===== src/rtl/mem_bus_responder.sv =====
// Memory-side responder: one request at a time, optional wait states, range check, 1-cycle-latency RAM port.
// Optional store write-protection below PROT_LIMIT is enabled by defining MEM_RESP_WPROT_EN.
module mem_bus_responder #(
    parameter int                ADDR_W      = 16,
    parameter int                DEPTH       = 1024,
    parameter int                WAIT_STATES = 0,
    parameter logic [ADDR_W-1:0] PROT_LIMIT  = 'h0040
) (
    input  logic              clk,
    input  logic              reset,
    input  logic              req,
    input  logic              we,
    input  logic [ADDR_W-1:0] addr,
    input  logic [15:0]       wdata,
    output logic              ack,
    output logic [15:0]       rdata,
    output logic              err,
    output logic              busy,
    output logic [ADDR_W-1:0] ram_addr,
    output logic [15:0]       ram_din,
    output logic              ram_we,
    input  logic [15:0]       ram_dout,
    output logic [2:0]        dbg_state_o
);

    // Handshake: req is sampled only in IDLE; ack is a single-cycle pulse and
    // rdata/err are valid while ack=1; requester holds addr/we/wdata until ack.
    typedef enum logic [2:0] {
        S_IDLE    = 3'd0,
        S_WAIT    = 3'd1,
        S_ACCESS  = 3'd2,
        S_CAPTURE = 3'd3,
        S_RESP    = 3'd4
    } state_t;

    localparam logic [ADDR_W:0] DEPTH_X = (ADDR_W+1)'(DEPTH);
`ifdef MEM_RESP_WPROT_EN
    localparam bit WPROT_EN = 1'b1;
`else
    localparam bit WPROT_EN = 1'b0;
`endif

    state_t              state_q, state_d;
    logic [ADDR_W-1:0]   addr_q, addr_d;
    logic [15:0]         din_q, din_d;
    logic                we_q, we_d;
    logic                rej_q, rej_d;
    logic [3:0]          cnt_q, cnt_d;
    logic [15:0]         rdata_q, rdata_d;
    logic                err_q, err_d;
    logic                busy_q, busy_d;

    logic range_rej;
    logic prot_rej;
    logic reject_in;

    // Unsigned compare over the full address width, one extra bit so DEPTH never wraps.
    assign range_rej = ({1'b0, addr} >= DEPTH_X);
    assign prot_rej  = WPROT_EN && we && (addr < PROT_LIMIT);
    assign reject_in = range_rej | prot_rej;

    always_ff @(posedge clk) begin
        if (!reset) begin
            state_q <= S_IDLE;
            addr_q  <= '0;
            din_q   <= '0;
            we_q    <= 1'b0;
            rej_q   <= 1'b0;
            cnt_q   <= '0;
            rdata_q <= '0;
            err_q   <= 1'b0;
            busy_q  <= 1'b0;
        end else begin
            state_q <= state_d;
            addr_q  <= addr_d;
            din_q   <= din_d;
            we_q    <= we_d;
            rej_q   <= rej_d;
            cnt_q   <= cnt_d;
            rdata_q <= rdata_d;
            err_q   <= err_d;
            busy_q  <= busy_d;
        end
    end

    always_comb begin
        state_d = state_q;
        addr_d  = addr_q;
        din_d   = din_q;
        we_d    = we_q;
        rej_d   = rej_q;
        cnt_d   = cnt_q;
        rdata_d = rdata_q;
        err_d   = err_q;
        busy_d  = busy_q;
        unique case (state_q)
            S_IDLE: begin
                if (req) begin
                    addr_d = addr;
                    din_d  = wdata;
                    we_d   = we;
                    rej_d  = reject_in;
                    busy_d = 1'b1;
                    err_d  = 1'b0;
                    if (WAIT_STATES > 0) begin
                        cnt_d   = 4'(WAIT_STATES);
                        state_d = S_WAIT;
                    end else begin
                        state_d = S_ACCESS;
                    end
                end
            end
            S_WAIT: begin
                cnt_d = cnt_q - 4'd1;
                if (cnt_q == 4'd1) begin
                    state_d = S_ACCESS;
                end
            end
            S_ACCESS: begin
                state_d = S_CAPTURE;
            end
            S_CAPTURE: begin
                // Stores leave rdata holding the previous read value.
                if (rej_q) begin
                    rdata_d = 16'h0000;
                end else if (!we_q) begin
                    rdata_d = ram_dout;
                end
                err_d   = rej_q;
                state_d = S_RESP;
            end
            S_RESP: begin
                busy_d  = 1'b0;
                state_d = S_IDLE;
            end
            default: begin
                state_d = S_IDLE;
            end
        endcase
    end

    assign ack         = (state_q == S_RESP);
    assign rdata       = rdata_q;
    assign err         = err_q;
    assign busy        = busy_q;
    assign ram_addr    = addr_q;
    assign ram_din     = din_q;
    assign ram_we      = (state_q == S_ACCESS) && we_q && !rej_q;
    assign dbg_state_o = state_q;

endmodule

===== config.mk =====
export PLATFORM = sky130hd
export DESIGN_NAME = mem_bus_responder
export DESIGN_NICKNAME = d
export VERILOG_FILES = /design/src/rtl/mem_bus_responder.sv
export SDC_FILE = /design/constraint.sdc
export NUM_CORES = 1
export LEC_CHECK = 0
export CORE_MARGIN = 2
export CORE_UTILIZATION = 32
export CTS_CLUSTER_DIAMETER = 100
export DETAILED_ROUTE_END_ITERATION = 6
export PLACE_DENSITY = 0.61
export SYNTH_ARGS = -nofsm -noshare
export SYNTH_HDL_FRONTEND = slang
export SYNTH_SLANG_ARGS = --single-unit

===== constraint.sdc =====
create_clock -name clk -period 2.05 [get_ports clk]
set_input_delay 0.615 -clock clk [delete_from_list [all_inputs] [get_ports clk]]
set_output_delay 0.615 -clock clk [all_outputs]
set_load 0.01 [all_outputs]

==> results.md <==
- Worst Hold Class: reg2reg
- Worst R2R Setup Slack: 0.44 ns
- Die area: about 8400 µm²
- Worst setup margin: approximately 0.11 ns
- Mapped Area: around 2400 µm²
- Met3 WL: 484 µm
- Layout net count: between 400 and 500
- Fmax: 515.0 MHz
- Post-Syn Nets: ~330
- Routed wl met2: about 2700 µm
- Final Max Slew Viols: 0
- Port bufs: ~110
- Post-DR wirelength/cell: 12.49 µm
- Pwr Density: between 800 and 900 nW/µm²
- Worst Reg2Reg Path Length in Cells: 5
- Number of synthesized register bits: 59
- Root Buffer: clkbuf_8
- Clk slew on worst S/H paths: ~0.060 ns
- Crit-path max FO: 4
- Delay-heaviest family, CP: flip-flops
- Final ANT Viol Nets: 0
- Crit path capture type: output pin
- Antenna violations before repair: 0
- Routed via count: about 2200
- Worst-Margin Slew: 0.3797 ns
- Drt total wl: 6022 µm
- Drt via density: between 4 and 5
- Placer Congestion: about 0.72
- Hold Crit Start: ram_din[2]
- Final non-filler cell total: 482
- Endpoints failing hold: 0
- Avg Cell Area, Syn: between 9 and 10 µm²
- Worst vdd ir: around 0.35 mV
- Critical Path AT: roughly 1.3 ns
- Max_cap viols: 0
- HPWL Detailed: 4223 µm
- Hold Slack: 0.4543 ns
- CP peak stage delay: approximately 0.37 ns
- Starting Density: about a third
- Hold Path End: ram_din[2]
- Syn. warnings: 0
- Gate Count Post-Synth: about 270
- Crit path time final: about 1.9 ns
- Fraction of layout instances using a drive strength above 1: about 8.6%
- P_leak: approximately 1.4 nW
- Met1 WL: 2800 µm
- Row cnt: 31
- Max clock buf depth: 2
- Status: completed
- Setup TNS: 0 ns
- All-layer global routing usage: 14.81%
- Slowest CP cell: dfxtp_2
- CTS tree: yes
- Residual DRC: 0
- # Post-CTS Setup Buffers: 0
- Place WS: -0.02950 ns
- Worst path cell trace: nor3b_4 -> nor2b_1 -> dlygate4sd2_1
- Final Cycle Share: a little over nine tenths
- R2r endpoint: rdata[5]
- Reg2reg start: dbg_state_o[2]
- Top-level port count: 107
- Setup CP Type: reg2out
- Starting DRT DRC Count: 90
- Global-route wire length before repair: roughly 10000 µm
- CP required: ~1.4 ns
- DIE WIDTH: ~91 µm
- CTS sink cnt: 59
- WHS Path Cells: 2
- Htree depth: 3
- Core outline area: approximately 7300 µm²
- Worst-Skew Late Latency: around 0.33 ns
- CTS Buf Count: 9
- Worst Skew: 0.004412 ns
- Overall power consumption: 3.143 mW
- Dpl cells: 467
- Crit path buf inv count: 1
- CP Launch Type: register
- Slew headroom: about three quarters
- Uppermost layer routed: met4
- Final setup fails: 0
- DIE HEIGHT: ~90 µm
- Vias in the first global route: between 2000 and 2500
- # diodes: 0
- Largest net degree at the start of global routing: 37
- Grt ovf: 0
- Register area share after synthesis: about half
- Unique masters post-synth: 31
- CP Launch Point: dbg_state_o[1]
- DRT Pass-1 Iters: 4
- RSZ-0062 raised after global routing: false
- Area delta synth->final: 57.66%
-- cells in the mapped netlist, drive strengths merged --
| master | count | share of area, % |
|---|---|---|
| dfxtp | 59 | 48 |
| nor4 | 2 | 0.77 |
| nor4b | 1 | 0.97 |
| nor3 | 1 | 0.20 |
| buf | 12 | 4.0 |
| o21a | 1 | 0.31 |
| nor2b | 1 | 0.26 |
| nand2b | 4 | 1.0 |
| o21ai | 2 | 0.41 |
| ha | 2 | 1.0 |
| a21oi | 1 | 0.20 |
| and3 | 1 | 0.26 |
| a31oi | 1 | 0.26 |
| o31ai | 1 | 0.31 |
| inv | 3 | 0.46 |
| nor3b | 3 | 0.92 |
| a2111oi | 1 | 0.36 |
| nand3b | 16 | 4.9 |
| clkbuf | 8 | 1.2 |
| mux2i | 18 | 7.4 |
| nand2 | 90 | 14 |
| and2 | 3 | 0.77 |
| a21boi | 34 | 10 |
| nor2 | 2 | 0.31 |
| or4b | 1 | 0.41 |
| and3b | 1 | 0.36 |
| nand3 | 1 | 0.20 |
| or3b | 1 | 0.36 |
-- area by class of cell --
| class | count | area (µm²) |
|---|---|---|
| clock inverter | 1 | 30.03 |
| inverter | 3 | 11.26 |
| clock buffer | 14 | 182.7 |
| sequential | 59 | 1184 |
| timing repair buffer | 117 | 1185 |
| fill | 665 | 3468 |
| tap | 99 | 123.9 |
| multi-input combinational | 189 | 1146 |
-- cell families after synthesis --
group | after synthesis | share of synthesized area, %
simple gates | 128 | 25.49
flops | 59 | 48.21
compound gates | 41 | 12.26
buf+inv | 23 | 5.669
mux | 18 | 7.354
fa+ha+maj | 2 | 1.021
-- sequential cells by signal (all words and copies together), names as in the netlist --
signal,cells
dbg_state_o,3
rdata,16
ram_din,16
rej_q,1
ram_addr,16
busy,1
we_q,1
cnt_q,4
err,1
-- tightest hold or removal path, stage by stage (launching register included) --
cell	delay (ns)
dfxtp_1	0.31
nand2_1	0.05
a21boi_1	0.05
-- power breakdown --
group / leakage [nW] / internal, mW / switching, mW
combinational: 0.838 / 0.406 / 0.311
clock: 0.109 / 0.688 / 0.420
sequential: 0.482 / 1.25 / 0.0678
-- cell usage in the layout (no fill, tap or decap), types with 3 or more instances in the layout --
cell             netlist  routed
nand3b_1              16      16
dlygate4sd2_1          0       3
inv_1                  3       3
a21boi_0               4       4
and2_1                 3       3
buf_12                 0       4
nand2_1               90      90
clkbuf_8               0      13
nand2b_1               4       4
buf_4                  0       7
dfxtp_1               59      57
a21boi_1              30      30
clkdlybuf4s50_1        0     102
mux2i_1               18      18
-- routing by layer --
layer  GRT usage (%)  vias to the layer above
li1                -                     1107
met1           18.43                      989
met2           23.41                       73
met3           6.224                        5
met4           4.167                        0
met5               0                        -
-- worst max path at each step --
stage                  end  cells past startpoint  slack [ns]
5_1_grt             ram_we                      3        0.03
3_3_place_gp    ram_din[9]                      5        0.01
6_report            ram_we                      3        0.11
4_1_cts             ram_we                      3        0.03
2_1_floorplan       ram_we                      3        0.43
3_5_place_dp   ram_din[10]                      5       -0.03
-- per-stage QoR --
step / cell area, µm² / util [%]
final: 3862 / 52.69
after global routing: 3862 / 52.69
after CTS: 3854 / 52.57
after detailed placement: 3635 / 49.58
after global placement: 3635 / 49.58
after floorplan: 2450 / -
-- what timing repair did --
item	in CTS	in global routing
endpoints found under the hold margin	0	0
resized for setup	5	3
endpoints found under the setup margin	2	2
hold buffers	0	0
Power figures use the tool's default switching activity.
==> RTL edit 1, RTL diff (same flow settings) <==
Set the parameter `ADDR_W` to 15 (it was 16).
--- a/src/rtl/mem_bus_responder.sv
+++ b/src/rtl/mem_bus_responder.sv
@@ -1,7 +1,7 @@
 // Memory-side responder: one request at a time, optional wait states, range check, 1-cycle-latency RAM port.
 // Optional store write-protection below PROT_LIMIT is enabled by defining MEM_RESP_WPROT_EN.
 module mem_bus_responder #(
-    parameter int                ADDR_W      = 16,
+    parameter int                ADDR_W      = 15,
     parameter int                DEPTH       = 1024,
     parameter int                WAIT_STATES = 0,
     parameter logic [ADDR_W-1:0] PROT_LIMIT  = 'h0040
Ports: changed (resized addr and ram_addr); port bits go from 107 to 105. The function was not compared with the original's and may differ.
==> RTL edit 1 against the original RTL <==
  * Power down 1.3%
  * Cell area down 1.7%
  * Synthesized area down 1.2%
  * Routed wire length down 2.6%
  * Sequential cell count down 1
  * Setup slack worse by 0.019 ns
  * Largest power group unchanged
==> RTL edit 1: results (changes against the original RTL) <==
DP.CELLS=463  # -0.86%
CTS.PATH.MAX_BUFFERS=2  # unchanged
PORT_BUFFERS=104  # -1.9%
MAX_FANOUT_ON_CRITICAL_PATH=5  # +1
DETAILROUTE.VIA_COUNT=2150  # -1.1%
SYN-NUM-NETS=320  # -1.5%
GROUTE.USAGE.OVERALL_PCT=14.33  # -0.48 points
IRDROPWORSTVDD_V=0.0003334  # -5.1%
DP.FINAL_HPWL_UM=4091  # -3.1%
P_PER_AREA_mW_PER_MM2=817.0  # +0.39%
TIMING.SLEW.HEADROOM_PCT=74.84  # +0.81 points
YS_TYPES=30  # -3.2%
CRIT_PATH_DAT_NS=1.35  # +0.02 ns
WIRELENGTH_PER_CELL_UM=12.27  # -1.8%
GRT_PASS1_VIAS=2046  # -5.3%
DETAIL_ROUTE.WIRELENGTH_UM=5865  # -2.6%
GRT_PASS1_WL_UM=9542  # -4.8%
YS_TOP_CELLS_BY_COUNT='88 x nand2_1, 58 x dfxtp_1, 30 x a21boi_1'
POSTSYNTHCELLCOUNT=267  # -1.5%
FINAL_NET_COUNT=428  # -1.2%
SYNTHTOPCELLSBYAREA='dfxtp_1 48%, nand2_1 14%, a21boi_1 9.3%'
TIMING.CLOCK.SKEW_NS=0.007195  # +0.002783 ns
POST_DP_CELL_AREA_SQ_MM=0.003575  # -1.7%
YS_SEQ_AREA_SHARE_PCT=47.96  # -0.25 points
GP_ROUTABILITY_CONGESTION=0.7084  # -1.4%
GRT_START_MAX_NET_PINS=33  # -11%
DRT-INITIAL-DRC-COUNT=71  # -21%
N_FILL_CELL=715  # +7.5%
OUTCOME='finished clean'
P_LEAK_nW=1.404  # -1.8%
DRIVE_ABOVE_1_SHARE_PCT=9.499  # +0.88 points
INITIAL_ANTENNA_VIOLATION_COUNT=0  # unchanged
CTS.CLK_SLEW.WORST_PATHS_NS=0.07
FINALHOLDVIOLATIONS=0  # unchanged
[RTL edit 1: cell types whose count changed in the layout (fill, tap and decap cells not counted), moves of 2 or more]
cell	change
buf_4	+4
clkbuf_8	-4
clkdlybuf4s50_1	-4
buf_12	-2
clkinvlp_4	+2
nand2_1	-2
[RTL edit 1: logic make-up (layout without fill, tap and decap cells)]
| group | Yosys count | after routing | share of synthesized area [%] |
|---|---|---|---|
| buffers and inverters | 23 | 135 | 5.788 |
| multiplexers | 18 | 18 | 7.442 |
| adder cells (fa/ha/maj) | 2 | 2 | 1.033 |
| AO/OA/AOI/OAI | 40 | 40 | 12.04 |
| flip-flops | 58 | 58 | 47.96 |
| AND/OR/NAND/NOR | 126 | 126 | 25.74 |
[RTL edit 1: timing repair]
item	4_1_cts	5_1_grt
pin swaps	0	0
resized for setup	8	3
setup endpoints to repair	3	1
[RTL edit 1: final cells by class]
| type | instances | area (sq um) | share of cell area, % |
|---|---|---|---|
| inverter | 3 | 11.26 | 0.2965 |
| timing repair buffer | 117 | 1154 | 30.38 |
| tap | 99 | 123.9 | 3.262 |
| clock buffer | 10 | 127.6 | 3.361 |
| sequential | 58 | 1162 | 30.61 |
| multi-input combinational | 186 | 1139 | 29.98 |
| clock inverter | 5 | 80.08 | 2.109 |
[RTL edit 1: per-layer routing]
metal / part of all wire, % / routed length, um / track usage (%)
met1: 46 / 2718 / 17.82
met2: 44 / 2565 / 21.48
met3: 8.6 / 502 / 6.141
met4: 1.3 / 79 / 6.439
met5: 0 / 0 / 0
[RTL edit 1: per-stage QoR]
step           util [%]  power [mW]  worst slack [ns]
6_report          52.08       3.102           0.08906
5_1_grt           52.08       3.278         -0.005453
2_1_floorplan         -       1.675            0.4289
3_3_place_gp      49.02       2.012          -0.04729
3_5_place_dp      49.02       2.017          -0.06381
4_1_cts           51.94       3.140           0.01137
[RTL edit 1: worst paths after layout]
| kind | start | to | slack (ns) | cells after the start |
|---|---|---|---|---|
| hold / removal | ram_din[4] | ram_din[4] | 0.45 | 2 |
| hold reg to reg | ram_din[4] | ram_din[4] | 0.45 | 2 |
| setup reg to reg | dbg_state_o[0] | rej_q | 0.43 | 5 |
| setup / recovery | dbg_state_o[1] | ram_we | 0.09 | 3 |
[RTL edit 1: critical path: stages, from the launching register on]
cell	delay, ns
dfxtp_2	0.38
nor3b_4	0.20
nor2b_2	0.18
clkdlybuf4s15_1	0.26
[RTL edit 1: power breakdown]
| group | switching [mW] | total, mW | leakage [nW] | internal [mW] |
|---|---|---|---|---|
| Combinational | 0.306 | 0.698 | 0.832 | 0.392 |
| Sequential | 0.0609 | 1.29 | 0.474 | 1.23 |
| Clock | 0.441 | 1.12 | 0.0984 | 0.675 |
| Total | 0.807 | 3.10 | 1.40 | 2.30 |
==> RTL edit 2, RTL diff (config.mk and constraints unchanged) <==
Without the edit above. Put one more register stage on the output `dbg_state_o`, cleared by the reset. The value now appears one clock later. The other outputs are not delayed to match.
--- a/src/rtl/mem_bus_responder.sv
+++ b/src/rtl/mem_bus_responder.sv
@@ -146,6 +146,12 @@
     assign ram_addr    = addr_q;
     assign ram_din     = din_q;
     assign ram_we      = (state_q == S_ACCESS) && we_q && !rej_q;
-    assign dbg_state_o = state_q;
+    always_ff @(posedge clk) begin
+        if (!reset) begin
+            dbg_state_o <= '0;
+        end else begin
+            dbg_state_o <= state_q;
+        end
+    end
 
 endmodule
Function: changed (a bounded check fails within 4 cycles, from zero or initial values and one cycle with reset low).
==> RTL edit 2 against the original RTL <==
  * Routed wire length is 4.5% lower
  * Count of clock-buffer cells in the layout decreased by 3
  * Sequential cell count is 3 higher
  * Synthesized cell count decreased by 10%
  * Cell area rose by 0.97%
  * Sequential power rose by 4%
  * Power rose by 1.4%
  * Setup slack worse by 0.0057 ns
  * Synthesized area rose by 0.92%
  * Via count is 5.5% lower
  * Hold slack better by 0.0071 ns
  * Sequential share of layout area increased by 1.2 points
  * First-iteration DRC count increased by 20%
  * Global-route usage fell by 0.51 points
==> RTL edit 2: results (changes against the original RTL) <==
MIN-DELAY-PATH-CLASS='flip-flop to flip-flop'
DETAILROUTE.VIA_COUNT=2055  # -5.5%
CRITICAL_PATH.TOP_DELAY_FAMILY='simple AND/OR/NAND/NOR gates'
ROOT_BUFFER='clkbuf_8'
DETAIL_ROUTE.WIRELENGTH_UM=5749  # -4.5%
SYNTH_FLOP_CELL='dfxtp_1'
YS_SEQ_AREA_SHARE_PCT=50.20  # +2.0 points
POSTCTSSETUPBUFFERS=0  # unchanged
GRT_PASS1_WL_UM=9584  # -4.4%
PLACE_WORST_SETUP_SLACK_NS=-0.01881  # +0.01070 ns
DRT-INITIAL-DRC-COUNT=108  # +20%
DP.FINAL_HPWL_UM=3985  # -5.6%
IRDROPWORSTVDD_V=0.0004232  # +20%
YS_TYPES=33  # +6.5%
VIA_PER_INST=4.429  # -1.8%
INSERTION_DELAY_NS=0.33  # about the same
YS_TOP_CELLS_BY_COUNT='74 x nand2_1, 62 x dfxtp_1, 29 x a21boi_2'
CRIT_SLOWEST_CELL='dfxtp_1'
P_LEAK_nW=1.435  # +0.39%
SYNTHTOPCELLSBYAREA='dfxtp_1 50%, a21boi_2 13%, nand2_1 11%'
ANT_CELLS=0  # unchanged
GROUTE.USAGE.OVERALL_PCT=14.30  # -0.51 points
POSTSYNTHCELLCOUNT=244  # -10%
CTS.PATH.MAX_BUFFERS=2  # unchanged
TIMING.CLOCK.SKEW_NS=0.008514  # +0.004102 ns
MAX_FANOUT_ON_CRITICAL_PATH=3  # -1
CTS.CLK_SLEW.WORST_PATHS_NS=0.06  # about the same
CLOCK_BUFFERS_CREATED_BY_TRITONCTS=9  # unchanged
GRT_START_MAX_NET_PINS=36  # -2.7%
OUTCOME='finished clean'
YS_ASYNC_SR_FRACTION_PCT=0  # unchanged
H-TREE-DEPTH=3  # unchanged
DETAIL_ROUTE.FIRST_PASS.ITERATIONS=4  # unchanged
SYN-NUM-NETS=298  # -8.3%
DRIVE_ABOVE_1_SHARE_PCT=18.23  # +9.6 points
CRITICAL-PATH-MAX-STAGE-DELAY_NS=0.37  # about the same
CELLINTERNALPOWER_mW=2.341  # -0.16%
FINAL_NET_COUNT=411  # -5.1%
CRIT_PATH_DAT_NS=1.33  # about the same
GP_ROUTABILITY_CONGESTION=0.7574  # +5.4%
N_FILL_CELL=731  # +9.9%
INITIAL_ANTENNA_VIOLATION_COUNT=0  # unchanged
DP.CELLS=448  # -4.1%
WORST-SLEW-PIN-TRANSITION_NS=0.4384  # +0.05874 ns
PORT_BUFFERS=106  # unchanged
YOSYSWARNINGS=0  # unchanged
GRT_PASS1_VIAS=1995  # -7.6%
-- RTL edit 2: changes by cell type after synthesis, moves of 2 or more --
cell / before / now
a21boi_1: 30 / 0
a21boi_2: 0 / 29
a22o_1: 0 / 16
mux2i_1: 18 / 2
nand2_1: 90 / 74
nand3b_1: 16 / 0
buf_2: 6 / 2
clkbuf_1: 8 / 5
dfxtp_1: 59 / 62
and2_1: 3 / 5
buf_4: 0 / 2
buf_6: 6 / 8
-- RTL edit 2: per-stage QoR --
step / cell area (sq um) / util [%]
6_report: 3900 / 51.27
5_1_grt: 3900 / 51.27
4_1_cts: 3897 / 51.23
3_5_place_dp: 3675 / 48.31
3_3_place_gp: 3675 / 48.31
2_1_floorplan: 2472 / -
-- RTL edit 2: final timing paths --
| path | start | to | slack [ns] | cells after the start |
|---|---|---|---|---|
| worst min register to register | ram_addr[4] | ram_addr[4] | 0.46 | 2 |
| worst max-delay path | state_q[1] | ram_we | 0.10 | 3 |
| worst min-delay path | ram_addr[4] | ram_addr[4] | 0.46 | 2 |
| worst max register to register | state_q[0] | busy | 0.50 | 5 |
-- RTL edit 2: area by class of cell --
class / instances / area share, %
Tap cell: 102 / 3.272
Timing Repair Buffer: 119 / 30.96
Clock inverter: 5 / 1.476
Clock buffer: 11 / 3.882
Sequential cell: 62 / 31.86
Inverter: 3 / 0.2887
Multi-Input combinational cell: 162 / 28.26
-- RTL edit 2: repair_timing --
action                     in CTS  in global routing
resized for setup               5                  2
hold endpoints to repair        0                  0
pin swaps                       0                  0
setup endpoints to repair       2                  1
gates cloned                    0                  0
-- RTL edit 2: routing by layer --
| metal | vias up | track usage [%] | share of wire (%) |
|---|---|---|---|
| met5 | - | 0 | 0 |
| met4 | 0 | 4.229 | 0.89 |
| li1 | 1052 | - | - |
| met2 | 75 | 20.96 | 43 |
| met1 | 924 | 18.19 | 47 |
| met3 | 4 | 7.642 | 8.9 |
-- RTL edit 2: kinds of logic after synthesis --
logic type                 count (synthesis)  share of synthesized area (%)
muxes                                      2                         0.8097
DFF                                       62                          50.20
adders and majority gates                  2                          1.012
buffers and inverters                     20                          5.870
and+or+nand+nor                           99                          19.43
AOI/OAI and AO/OA                         59                          22.67
-- RTL edit 2: worst reg2reg max path: cells and delay by family, from the launching register on --
family,cells,cell delay (ns)
compound gates,1,0.09
buf+inv,2,0.38
flops,1,0.35
simple gates,2,0.69
-- RTL edit 2: power groups by stage --
stage	Combinational (mW)	Sequential [mW]	Clock, mW
after floorplan	0.357	1.43	0
after global placement	0.721	1.39	0
after detailed placement	0.728	1.40	0
after CTS	0.736	1.37	1.13
after global routing	0.795	1.39	1.18
final	0.724	1.37	1.09
